### src/rtl/uart_tx_pkg.sv
// uart_tx_pkg: shared definitions for the UART transmitter (and receiver).
//   tx_state_t  : transmitter FSM state encoding
//   DEF_*       : default frame parameters
//   PARITY_*    : parity-mode constants
//   max_int / cnt_width : elaboration-time helpers for counter sizing
package uart_tx_pkg;

  typedef enum logic [2:0] {
    ST_IDLE   = 3'd0,
    ST_START  = 3'd1,
    ST_DATA   = 3'd2,
    ST_PARITY = 3'd3,
    ST_STOP   = 3'd4
  } tx_state_t;

  localparam int DEF_WORD_BITS    = 8;
  localparam int DEF_SAMPLE_TICKS = 16;
  localparam int DEF_STOP_TICKS   = 16;

  localparam int PARITY_MODE_EVEN = 0;
  localparam int PARITY_MODE_ODD  = 1;

  function automatic int max_int(input int a, input int b);
    return (a > b) ? a : b;
  endfunction

  // Width holding values 0..n-1; never below one bit.
  function automatic int cnt_width(input int n);
    return (n <= 2) ? 1 : $clog2(n);
  endfunction

endpackage

### src/rtl/uart_tx_tick_counter.sv
// uart_tx_tick_counter: baud-tick counter with terminal-count output.
//   clk_i, reset_i : clock, async active-low reset
//   clear_i        : synchronous clear to 0 (has priority over tick_i)
//   tick_i         : advance enable (one baud tick)
//   last_i         : terminal value; count wraps to 0 after it
//   tc_o           : high on the tick that completes the period
module uart_tx_tick_counter #(
  parameter int WIDTH = 4
) (
  input  logic             clk_i,
  input  logic             reset_i,
  input  logic             clear_i,
  input  logic             tick_i,
  input  logic [WIDTH-1:0] last_i,
  output logic             tc_o
);

  logic [WIDTH-1:0] count_q;

  always_ff @(posedge clk_i or negedge reset_i) begin
    if (!reset_i) begin
      count_q <= '0;
    end else if (clear_i) begin
      count_q <= '0;
    end else if (tick_i) begin
      if (count_q == last_i) count_q <= '0;
      else                   count_q <= count_q + WIDTH'(1);
    end
  end

  assign tc_o = tick_i && !clear_i && (count_q == last_i);

endmodule

### src/rtl/uart_tx.sv
// uart_tx: oversampled UART transmitter.
//   clk_i, reset_i : clock, async active-low reset
//   baud_tick_i    : one-cycle pulse, SAMPLE_TICKS per bit
//   data_i/valid_i : word to send, accepted when valid_i & ready_o
//   ready_o        : high in IDLE only
//   tx_o           : serial line (registered, idles high)
//   busy_o         : registered, high from the cycle after accept to end of stop
//   tx_done_o      : registered one-cycle pulse at end of stop period
//
// state  | meaning
// IDLE   | line high, accepting a word
// START  | start bit (low), timed from the first tick after accept
// DATA   | data bits LSB-first, one per SAMPLE_TICKS ticks
// PARITY | optional parity bit
// STOP   | line high for STOP_TICKS ticks, then done pulse
module uart_tx
  import uart_tx_pkg::*;
#(
  parameter int WORD_BITS    = DEF_WORD_BITS,
  parameter int SAMPLE_TICKS = DEF_SAMPLE_TICKS,
  parameter int STOP_TICKS   = DEF_STOP_TICKS,
  parameter int PARITY_EN    = 0,
  parameter int PARITY_ODD   = PARITY_MODE_EVEN
) (
  input  logic                 clk_i,
  input  logic                 reset_i,
  input  logic                 baud_tick_i,
  input  logic [WORD_BITS-1:0] data_i,
  input  logic                 valid_i,
  output logic                 ready_o,
  output logic                 tx_o,
  output logic                 busy_o,
  output logic                 tx_done_o
);

  localparam int TICK_W = cnt_width(max_int(SAMPLE_TICKS, STOP_TICKS));
  localparam int BIT_W  = cnt_width(WORD_BITS);

  localparam logic [TICK_W-1:0] SAMPLE_LAST = TICK_W'(SAMPLE_TICKS - 1);
  localparam logic [TICK_W-1:0] STOP_LAST   = TICK_W'(STOP_TICKS - 1);
  localparam logic [BIT_W-1:0]  BIT_LAST    = BIT_W'(WORD_BITS - 1);

  tx_state_t             state_q, state_d;
  logic [WORD_BITS-1:0]  shift_q;
  logic                  parity_q;
  logic [BIT_W-1:0]      bit_cnt_q;
  logic                  tx_q, busy_q, done_q;
  logic                  line_cur;
  logic                  handshake;
  logic                  tick_tc;
  logic [TICK_W-1:0]     tick_last;

  assign handshake = valid_i && (state_q == ST_IDLE);
  assign tick_last = (state_q == ST_STOP) ? STOP_LAST : SAMPLE_LAST;

  // Held clear in IDLE, so a tick coinciding with the handshake is not counted.
  uart_tx_tick_counter #(
    .WIDTH (TICK_W)
  ) u_tick_cnt (
    .clk_i   (clk_i),
    .reset_i (reset_i),
    .clear_i (state_q == ST_IDLE),
    .tick_i  (baud_tick_i),
    .last_i  (tick_last),
    .tc_o    (tick_tc)
  );

  always_comb begin
    state_d  = state_q;
    line_cur = 1'b1;
    case (state_q)
      ST_IDLE: begin
        if (handshake) state_d = ST_START;
      end
      ST_START: begin
        line_cur = 1'b0;
        if (tick_tc) state_d = ST_DATA;
      end
      ST_DATA: begin
        line_cur = shift_q[0];
        if (tick_tc && (bit_cnt_q == BIT_LAST))
          state_d = (PARITY_EN != 0) ? ST_PARITY : ST_STOP;
      end
      ST_PARITY: begin
        line_cur = parity_q;
        if (tick_tc) state_d = ST_STOP;
      end
      ST_STOP: begin
        if (tick_tc) state_d = ST_IDLE;
      end
      default: state_d = ST_IDLE;
    endcase
  end

  // tx_o follows the current state one cycle later, so the start bit falls
  // on the edge after the handshake edge.
  always_ff @(posedge clk_i or negedge reset_i) begin
    if (!reset_i) begin
      state_q   <= ST_IDLE;
      shift_q   <= '0;
      parity_q  <= 1'b0;
      bit_cnt_q <= '0;
      tx_q      <= 1'b1;
      busy_q    <= 1'b0;
      done_q    <= 1'b0;
    end else begin
      state_q <= state_d;
      tx_q    <= line_cur;
      busy_q  <= (state_d != ST_IDLE);
      done_q  <= (state_q == ST_STOP) && tick_tc;
      if (handshake) begin
        shift_q   <= data_i;
        parity_q  <= (^data_i) ^ (PARITY_ODD != 0);
        bit_cnt_q <= '0;
      end else if ((state_q == ST_DATA) && tick_tc) begin
        shift_q   <= shift_q >> 1;
        bit_cnt_q <= bit_cnt_q + BIT_W'(1);
      end
    end
  end

  assign ready_o   = (state_q == ST_IDLE);
  assign tx_o      = tx_q;
  assign busy_o    = busy_q;
  assign tx_done_o = done_q;

endmodule

### config.mk
export PLATFORM = sky130hd
export DESIGN_NAME = uart_tx
export DESIGN_NICKNAME = d
export VERILOG_FILES = /design/src/rtl/uart_tx_pkg.sv /design/src/rtl/uart_tx_tick_counter.sv /design/src/rtl/uart_tx.sv
export SDC_FILE = /design/constraint.sdc
export NUM_CORES = 1
export LEC_CHECK = 0
export BUFFER_PORTS_ARGS = -buffer_cell sky130_fd_sc_hd__buf_2
export CORE_MARGIN = 3
export CORE_UTILIZATION = 48
export CTS_BUF_LIST = sky130_fd_sc_hd__clkbuf_4
export CTS_CLUSTER_SIZE = 24
export DETAILED_ROUTE_END_ITERATION = 16
export PLACE_DENSITY = 0.76
export SETUP_SLACK_MARGIN = 0.2
export SYNTH_ARGS = -nofsm -noshare
export SYNTH_HDL_FRONTEND = slang
export SYNTH_SLANG_ARGS = --single-unit
export TNS_END_PERCENT = 20
### constraint.sdc
create_clock -name clk_i -period 2.65 [get_ports clk_i]
set_input_delay 0.53 -clock clk_i [delete_from_list [all_inputs] [get_ports clk_i]]
set_output_delay 0.53 -clock clk_i [all_outputs]
set_load 0.02 [all_outputs]
==> results.cfg, run 1 <==
[synth]
synth_edf_count = 0
ys_ff_latch = 22
synth_top_family_by_area = simple AND/OR/NAND/NOR gates
synth_top_area_share = 0.479
synth_xor_area_frac = 0.0639
postSynthCellCount = 106
synth_commonest_cells = dfrtp_1, nand2_1, nor2_1
synth-compound-area-share = 0.136
yosys.area.top_type = dfrtp_1
synth_cell_types = 32
yosys.area_share.simple = 0.199
syn_nets = 121
synthTopCellsByArea = dfrtp_1, nand2_1, xnor2_1, nor2_1, ha_1
synthMuxAreaShare = 0.0297
synth_warnings = 0
syn_avg_cell_area_um2 = 10.3
ys.flop_type = dfrtp_1
netlist_area_um2 = 1100
synthArstFlopShare = 1.00
synthAdderAreaFrac = 0.0342
synth.yosys.seq_area_share = 0.503
yosysMostFrequentCell = dfrtp_1

[timing]
rsz0062_at_grt = false
worst_slew_pin_slew_ns = 0.472
setup_viol = 0
skew_ns = 0.0113
post-route-period-util = 0.780
drv_slew = 0
max_freq_ghz = 0.483
setup-tns-final_ns = 0
relSlewSlack = 0.686
hold_viol_final = 0
min_period_ns = 2.07
holdWs_ns = 0.157

[power]
p_per_area_nw_per_um2 = 866
power_leakage_nw = 0.576
clkPwrFrac = 0.233
power_frac_seq = 0.519
p_int_mw = 0.725
power_frac_comb = 0.247
swShare = 0.318
peakVddDrop_uv = 615
total_power_mw = 1.06
switchingPower_mw = 0.338

[clocking]
cts_root_buf = clkbuf_4
cts_tree = built
cts_htree_levels = 1
cts_max_path_buffers = 2
cts_buffers = 3
cts_hold_buf = 0
clk_pin_slew_ns = 0.12
postCtsSetupBuffers = 0
clock_sinks = 22
cts.repair.resized = 0
clk_latency_ns = 0.30

[grt]
antenna_found_initial = 0
grt_util_met1 = 0.214
top_usage_layer = met2
grt_pass1_wl_mm = 3.19
met2_usage = 0.234
grt_max_degree = 23
track_usage = 0.158
grt_pass1_vias = 734
use_met3 = 0.0582
overflow = 0

[critical_path]
start_kind = flop
slowest_delay_ns = 0.53
crit_fanout = 10
r2r_start = state_q[0]
critPathSlowestCell = dfrtp_1
path_class = reg2out
ff2ff_setup_slack_ns = 0.86
critPathRequiredTime_ns = 2.12
crit_path_start = state_q[0]
r2r_cells = 4
worstPathCellList = nor3_4, buf_2
r2r_end = shift_q[1]
arrival_ns = 1.54
cp-end-kind = output port

[routing]
routed_wl_mm = 1.90
drtIter0Drc = 13
drtAntennaViolNets = 0
viasPerCell = 5.34
drt-wirelength-per-cell_um = 12.9
route.detailed.drc = 0
vias = 785
firstDrtPassIters = 4

[floorplan]
io_pins = 16
start_util = 0.532
fp.dieW_um = 53.8
die-area_um2 = 2890
num_rows = 16
die_y_um = 53.8
fp.coreArea_um2 = 2060

[place]
dp.final_hpwl_mm = 1.42
port-buffer-count = 15
gp_congestion = 0.833

[cells_and_area]
nNetsFinal = 136
diodes = 0
fin_util = 0.595
drive_above_1_share = 0.233
area_growth_pct = 12.0

[outcome]
outcome = complete, no violations

[hold_path]
hold_class = in2async

[run]
maxCapViolCount = 0
[area by class of cell]
class / instances / area, um2
clock buffers: 3 / 22.5
clock inverters: 1 / 30.0
fillers: 167 / 835
inverters: 2 / 7.51
multi-input cells: 77 / 507
flip-flops and latches: 22 / 552
well taps: 27 / 33.8
repair buffers: 15 / 75.1
[stage by stage]
stage	area, um2	setup slack, ns	std cells
after floorplan	1100	1.03	106
final	1230	0.582	147
after global routing	1230	0.477	147
after CTS	1230	0.562	147
after detailed placement	1170	0.843	143
after global placement	1170	0.898	143
[cells by family after synthesis]
kind of cell / Yosys count
simple gates: 41
compound gates: 22
flops: 22
xor+xnor: 8
buf+inv: 7
mux: 3
fa+ha+maj: 3
[worst max-delay path by stage]
stage            endpoint  slack, ns  cells past startpoint
2_1_floorplan  shift_q[2]       1.03                      5
3_3_place_gp   shift_q[2]       0.90                      5
3_5_place_dp   shift_q[2]       0.84                      5
4_1_cts           ready_o       0.56                      2
5_1_grt           ready_o       0.48                      2
6_report          ready_o       0.58                      2
[routing by layer]
metal	routed length (um)	vias up
met5	0	-
met4	10	0
met3	93	2
met2	840	16
met1	951	369
li1	-	398
[registers in the layout (all words and copies together), names as in the netlist]
name	cells
tx_o	1
bit_cnt_q	3
shift_q	8
parity_q	1
busy_o	1
tx_done_o	1
state_q	3
u_tick_cnt.count_q	4
[critical path, delay by kind of cell, from the launching register on]
kind                   cells  cell delay, ns
AND/OR/NAND/NOR            1            0.45
flip-flops                 1            0.53
buffers and inverters      1            0.25
[power groups by stage]
stage | sequential (mW) | clock [mW] | combinational, mW
detailed placement | 0.556 | 0 | 0.268
CTS | 0.550 | 0.258 | 0.267
floorplan | 0.522 | 0 | 0.227
global route | 0.569 | 0.272 | 0.302
finish | 0.552 | 0.248 | 0.263
global placement | 0.551 | 0 | 0.253
[cell usage in the layout, fill, tap and decap left out, drive strengths merged]
cell and count:
dfrtp 21, mux2i 1, nand3b 1, nor3 3
buf 15, nor3b 1, nand2 18, or3 2
mux2 2, ha 3, a31oi 5, a221o 1
o22ai 1, nor2 11, clkbuf 3, nand3 2
a21oi 6, o21ai 4, xor2 1, a311o 1
xnor2 7, bufinv 1, o21bai 1, inv 2
nand4 1, nand2b 1, dfstp 1, a22o 2
and3 1, a32o 1
(Power assumes the default switching activity.)
==> run 2, diff against run 1 <==
- clock period: 2.65 -> 2.1 ns (I/O delays scaled with it)
==> results.cfg, run 2 (synthesis results as in run 1) <==
[clocking]
cts_htree_levels = 1
cts_buffers = 3
clk_latency_ns = 0.30
cts_tree = built
cts_hold_buf = 0
clk_pin_slew_ns = 0.11
cts_max_path_buffers = 2
cts_root_buf = clkbuf_4
clock_sinks = 22

[power]
switchingPower_mw = 0.418
peakVddDrop_uv = 501
swShare = 0.341
power_frac_seq = 0.569
power_frac_comb = 0.280
p_per_area_nw_per_um2 = 999
power_leakage_nw = 0.577
p_int_mw = 0.807
clkPwrFrac = 0.151

[timing]
setup-tns-final_ns = 0
hold_viol_final = 0
drv_slew = 0
skew_ns = 0.00279
post-route-period-util = 0.861
max_freq_ghz = 0.553
min_period_ns = 1.81
relSlewSlack = 0.691
rsz0062_at_grt = false
worst_slew_pin_slew_ns = 0.464
holdWs_ns = 0.0537
setup_viol = 0

[grt]
track_usage = 0.152
grt_pass1_wl_mm = 3.17
antenna_found_initial = 0
overflow = 0
grt_max_degree = 23
grt_pass1_vias = 743

[critical_path]
worstPathCellList = nor3_4, buf_4, buf_2
slowest_delay_ns = 0.49
crit_buf_inv = 2
r2r_cells = 5
critPathSlowestCell = dfrtp_2
crit_fanout = 8
critPathRequiredTime_ns = 1.68
cp-end-kind = output port
crit_family = flip-flops
r2r_end = shift_q[2]
r2r_start = u_tick_cnt.count_q[0]
arrival_ns = 1.39
path_class = reg2out
start_kind = flop
ff2ff_setup_slack_ns = 0.33

[cells_and_area]
nNetsFinal = 139
reg_top3 = shift_q: 8 flops, u_tick_cnt.count_q: 4 flops
seqCellArea_um2 = 554
area_growth_pct = 11.9
top_register = shift_q
fillers = 165
final_cell_count_no_fill = 150
diodes = 0
largest_register_ffs = 8
drive_above_1_share = 0.260
final_cell_mix = dfrtp_1, nand2_1, buf_2, nor2_1, xnor2_1
layout_commonest_cell = dfrtp_1
multi_input_area_um2 = 507

[place]
gp_congestion = 0.829
port-buffer-count = 15
dp.final_hpwl_mm = 1.39
placed_cells = 144

[routing]
drt-wirelength-per-cell_um = 12.0
route.detailed.drc = 0
drtIter0Drc = 13
routed_wl_mm = 1.80
viasPerCell = 5.32
drtAntennaViolNets = 0
firstDrtPassIters = 4
vias = 798

[floorplan]
io_pins = 16
num_rows = 16
fp.coreArea_um2 = 2060
die-area_um2 = 2890
fp.dieW_um = 53.8
die_y_um = 53.8
start_util = 0.532

[run]
maxCapViolCount = 0

[outcome]
outcome = complete, no violations

[hold_path]
hold_class = in2async
-- run 2: cell type report --
type,instances,share of cell area
Multi-Input combinational cell,77,0.413
Clock inverter,1,0.00306
Inverter,2,0.00612
Timing Repair Buffer,18,0.0796
Tap cell,27,0.0276
Sequential cell,22,0.452
Clock buffer,3,0.0184
-- run 2: layer usage --
metal | share of wire | vias to the layer above | track usage
met4 | 0.0067 | 0 | 0.0426
met2 | 0.45 | 23 | 0.228
met3 | 0.072 | 2 | 0.0582
li1 | - | 407 | -
met5 | 0 | - | 0
met1 | 0.47 | 366 | 0.205
-- run 2: worst register-to-register path: stages, from the launching register on --
cell and delay (ns):
dfrtp_1 0.41, ha_1 0.26, nand4_4 0.17, nor3_4 0.41
a21oi_2 0.12, a221o_1 0.31
-- run 2: worst max-delay path by stage --
stage | depth (start not counted) | to | startpoint | slack (ns)
3_5_place_dp | 5 | shift_q[2] | u_tick_cnt.count_q[1] | 0.32
5_1_grt | 3 | ready_o | state_q[0] | 0.21
6_report | 3 | ready_o | state_q[1] | 0.29
2_1_floorplan | 5 | shift_q[2] | u_tick_cnt.count_q[0] | 0.48
3_3_place_gp | 5 | shift_q[2] | u_tick_cnt.count_q[0] | 0.38
4_1_cts | 3 | ready_o | state_q[0] | 0.20
-- run 2: repair_timing --
item                                    CTS  global route
cloned                                    0             0
endpoints found under the setup margin    1             1
pin swaps                                 0             1
buffers inserted                          0             2
gates resized for setup                   1             1
-- run 2: through the flow --
stage	instance area (um2)	total power, mW	setup slack, ns	util
2_1_floorplan	1100	0.945	0.482	-
3_3_place_gp	1180	1.02	0.385	0.573
3_5_place_dp	1180	1.04	0.321	0.573
4_1_cts	1210	1.23	0.203	0.587
5_1_grt	1230	1.33	0.205	0.595
6_report	1230	1.22	0.292	0.595
-- run 2: power by group through the flow --
| stage | Sequential [mW] | Clock, mW | Combinational (mW) |
|---|---|---|---|
| CTS | 0.694 | 0.198 | 0.338 |
| finish | 0.697 | 0.185 | 0.343 |
| global placement | 0.696 | 0 | 0.326 |
| global route | 0.717 | 0.218 | 0.391 |
| detailed placement | 0.699 | 0 | 0.340 |
| floorplan | 0.659 | 0 | 0.286 |
==> run 3, diff against run 2 <==
==> constraint.sdc (replaced) <==
create_clock -name clk_i -period 2.1 [get_ports clk_i]
set_input_delay 0.315 -clock clk_i [delete_from_list [all_inputs] [get_ports clk_i]]
set_output_delay 0.315 -clock clk_i [all_outputs]
set_load 0.02 [all_outputs]
==> results.cfg, run 3 (synthesis results as in run 1) <==
[outcome]
outcome = complete, no violations

[critical_path]
crit_fanout = 10
slowest_delay_ns = 0.54
worstPathCellList = nor3_4, buf_4, buf_2
crit_family = flip-flops
critPathRequiredTime_ns = 1.78
start_kind = flop
critPathSlowestCell = dfrtp_1
path_class = reg2out
cp-end-kind = output port
arrival_ns = 1.45
crit_buf_inv = 2

[timing]
worst_slew_pin_slew_ns = 0.471
holdWs_ns = 0.293
relSlewSlack = 0.686
drv_slew = 0
post-route-period-util = 0.842
min_period_ns = 1.77
max_freq_ghz = 0.565
skew_ns = 0.00820
hold_viol_final = 0
setup_viol = 0
rsz0062_at_grt = false
setup-tns-final_ns = 0

[clocking]
cts_buffers = 3
clock_sinks = 22
cts_max_path_buffers = 2
cts.repair.resized = 0
postCtsSetupBuffers = 0
cts_root_buf = clkbuf_4
cts_htree_levels = 1
clk_latency_ns = 0.30
clk_pin_slew_ns = 0.12
cts_tree = built

[floorplan]
num_rows = 16
io_pins = 16
die-area_um2 = 2890
fp.dieW_um = 53.8
die_y_um = 53.8
start_util = 0.532
fp.coreArea_um2 = 2060

[cells_and_area]
reg_top3 = shift_q: 8 flops, u_tick_cnt.count_q: 4 flops
drive_above_1_share = 0.230
area_growth_pct = 11.2
final_cell_mix = dfrtp_1, nand2_1, buf_2, nor2_1, xnor2_1
fillers = 167
diodes = 0
nNetsFinal = 138
largest_register_ffs = 8
top_register = shift_q
layout_commonest_cell = dfrtp_1

[power]
power_frac_seq = 0.569
peakVddDrop_uv = 595
switchingPower_mw = 0.421
power_leakage_nw = 0.573
p_int_mw = 0.799
power_frac_comb = 0.277
swShare = 0.345
p_per_area_nw_per_um2 = 1000
clkPwrFrac = 0.154

[grt]
grt_pass1_vias = 719
overflow = 0
grt_max_degree = 23
antenna_found_initial = 0
track_usage = 0.154
grt_pass1_wl_mm = 3.15

[routing]
routed_wl_mm = 1.84
route.detailed.drc = 0
drtIter0Drc = 18
vias = 806
drt-wirelength-per-cell_um = 12.3
viasPerCell = 5.41
drtAntennaViolNets = 0
firstDrtPassIters = 4

[place]
dp.final_hpwl_mm = 1.39
gp_congestion = 0.815
port-buffer-count = 15

[run]
maxCapViolCount = 0

[hold_path]
hold_class = in2reg
run 3: cell count changes in the layout (fill, tap and decap cells not counted), sizes merged:
| cell | previous run | this run |
|---|---|---|
| buf | 18 | 16 |
| dlygate4sd3 | 0 | 1 |
run 3: worst reg2reg max path: stages (launching register included):
cell and delay, ns:
dfrtp_1 0.41, ha_1 0.27, nand4_4 0.17, nor3_4 0.36
a21oi_2 0.13, a221o_1 0.32
run 3: routing by layer:
| layer | global-route usage | wire length [um] | share of wire | vias to the layer above |
|---|---|---|---|---|
| met3 | 0.0582 | 114 | 0.062 | 4 |
| li1 | - | - | - | 401 |
| met2 | 0.228 | 824 | 0.45 | 30 |
| met1 | 0.204 | 865 | 0.47 | 371 |
| met5 | 0 | 0 | 0 | - |
| met4 | 0.0553 | 29 | 0.016 | 0 |
run 3: power groups by stage:
stage,logic [mW],registers [mW],clock network (mW)
CTS,0.344,0.692,0.196
finish,0.338,0.693,0.188
floorplan,0.286,0.659,0
detailed placement,0.344,0.698,0
global placement,0.326,0.696,0
global route,0.386,0.712,0.212
run 3: worst paths after layout:
path | startpoint | to | slack, ns | cells after the start
max | state_q[0] | ready_o | 0.33 | 3
min | data_i[0] | shift_q[0] | 0.29 | 3
max reg2reg | u_tick_cnt.count_q[0] | shift_q[2] | 0.34 | 5
min reg2reg | parity_q | parity_q | 0.50 | 2
max in group asynchronous | reset_i | tx_o | 1.27 | 2
min in group asynchronous | reset_i | busy_o | 0.48 | 2
run 3: layout make-up:
class | count | area (um2) | share of cell area
multi-input combinational | 77 | 507 | 0.416
timing repair buffer | 17 | 92.6 | 0.0760
clock inverter | 1 | 3.75 | 0.00308
clock buffer | 3 | 22.5 | 0.0185
inverter | 2 | 7.51 | 0.00616
tap | 27 | 33.8 | 0.0277
sequential | 22 | 552 | 0.453
run 3: through the flow:
stage               setup slack (ns)  instances  utilization  instance area, um2  total power, mW
floorplan                      0.482        106            -                1100            0.945
global placement               0.390        144        0.573                1180             1.02
detailed placement             0.312        144        0.573                1180             1.04
CTS                            0.289        149        0.591                1220             1.23
global route                   0.228        149        0.591                1220             1.31
finish                         0.331        149        0.591                1220             1.22
run 3: what timing repair did:
action,in CTS,in global routing
hold buffers,1,0
hold endpoints to repair,21,0
endpoints found under the setup margin,0,1
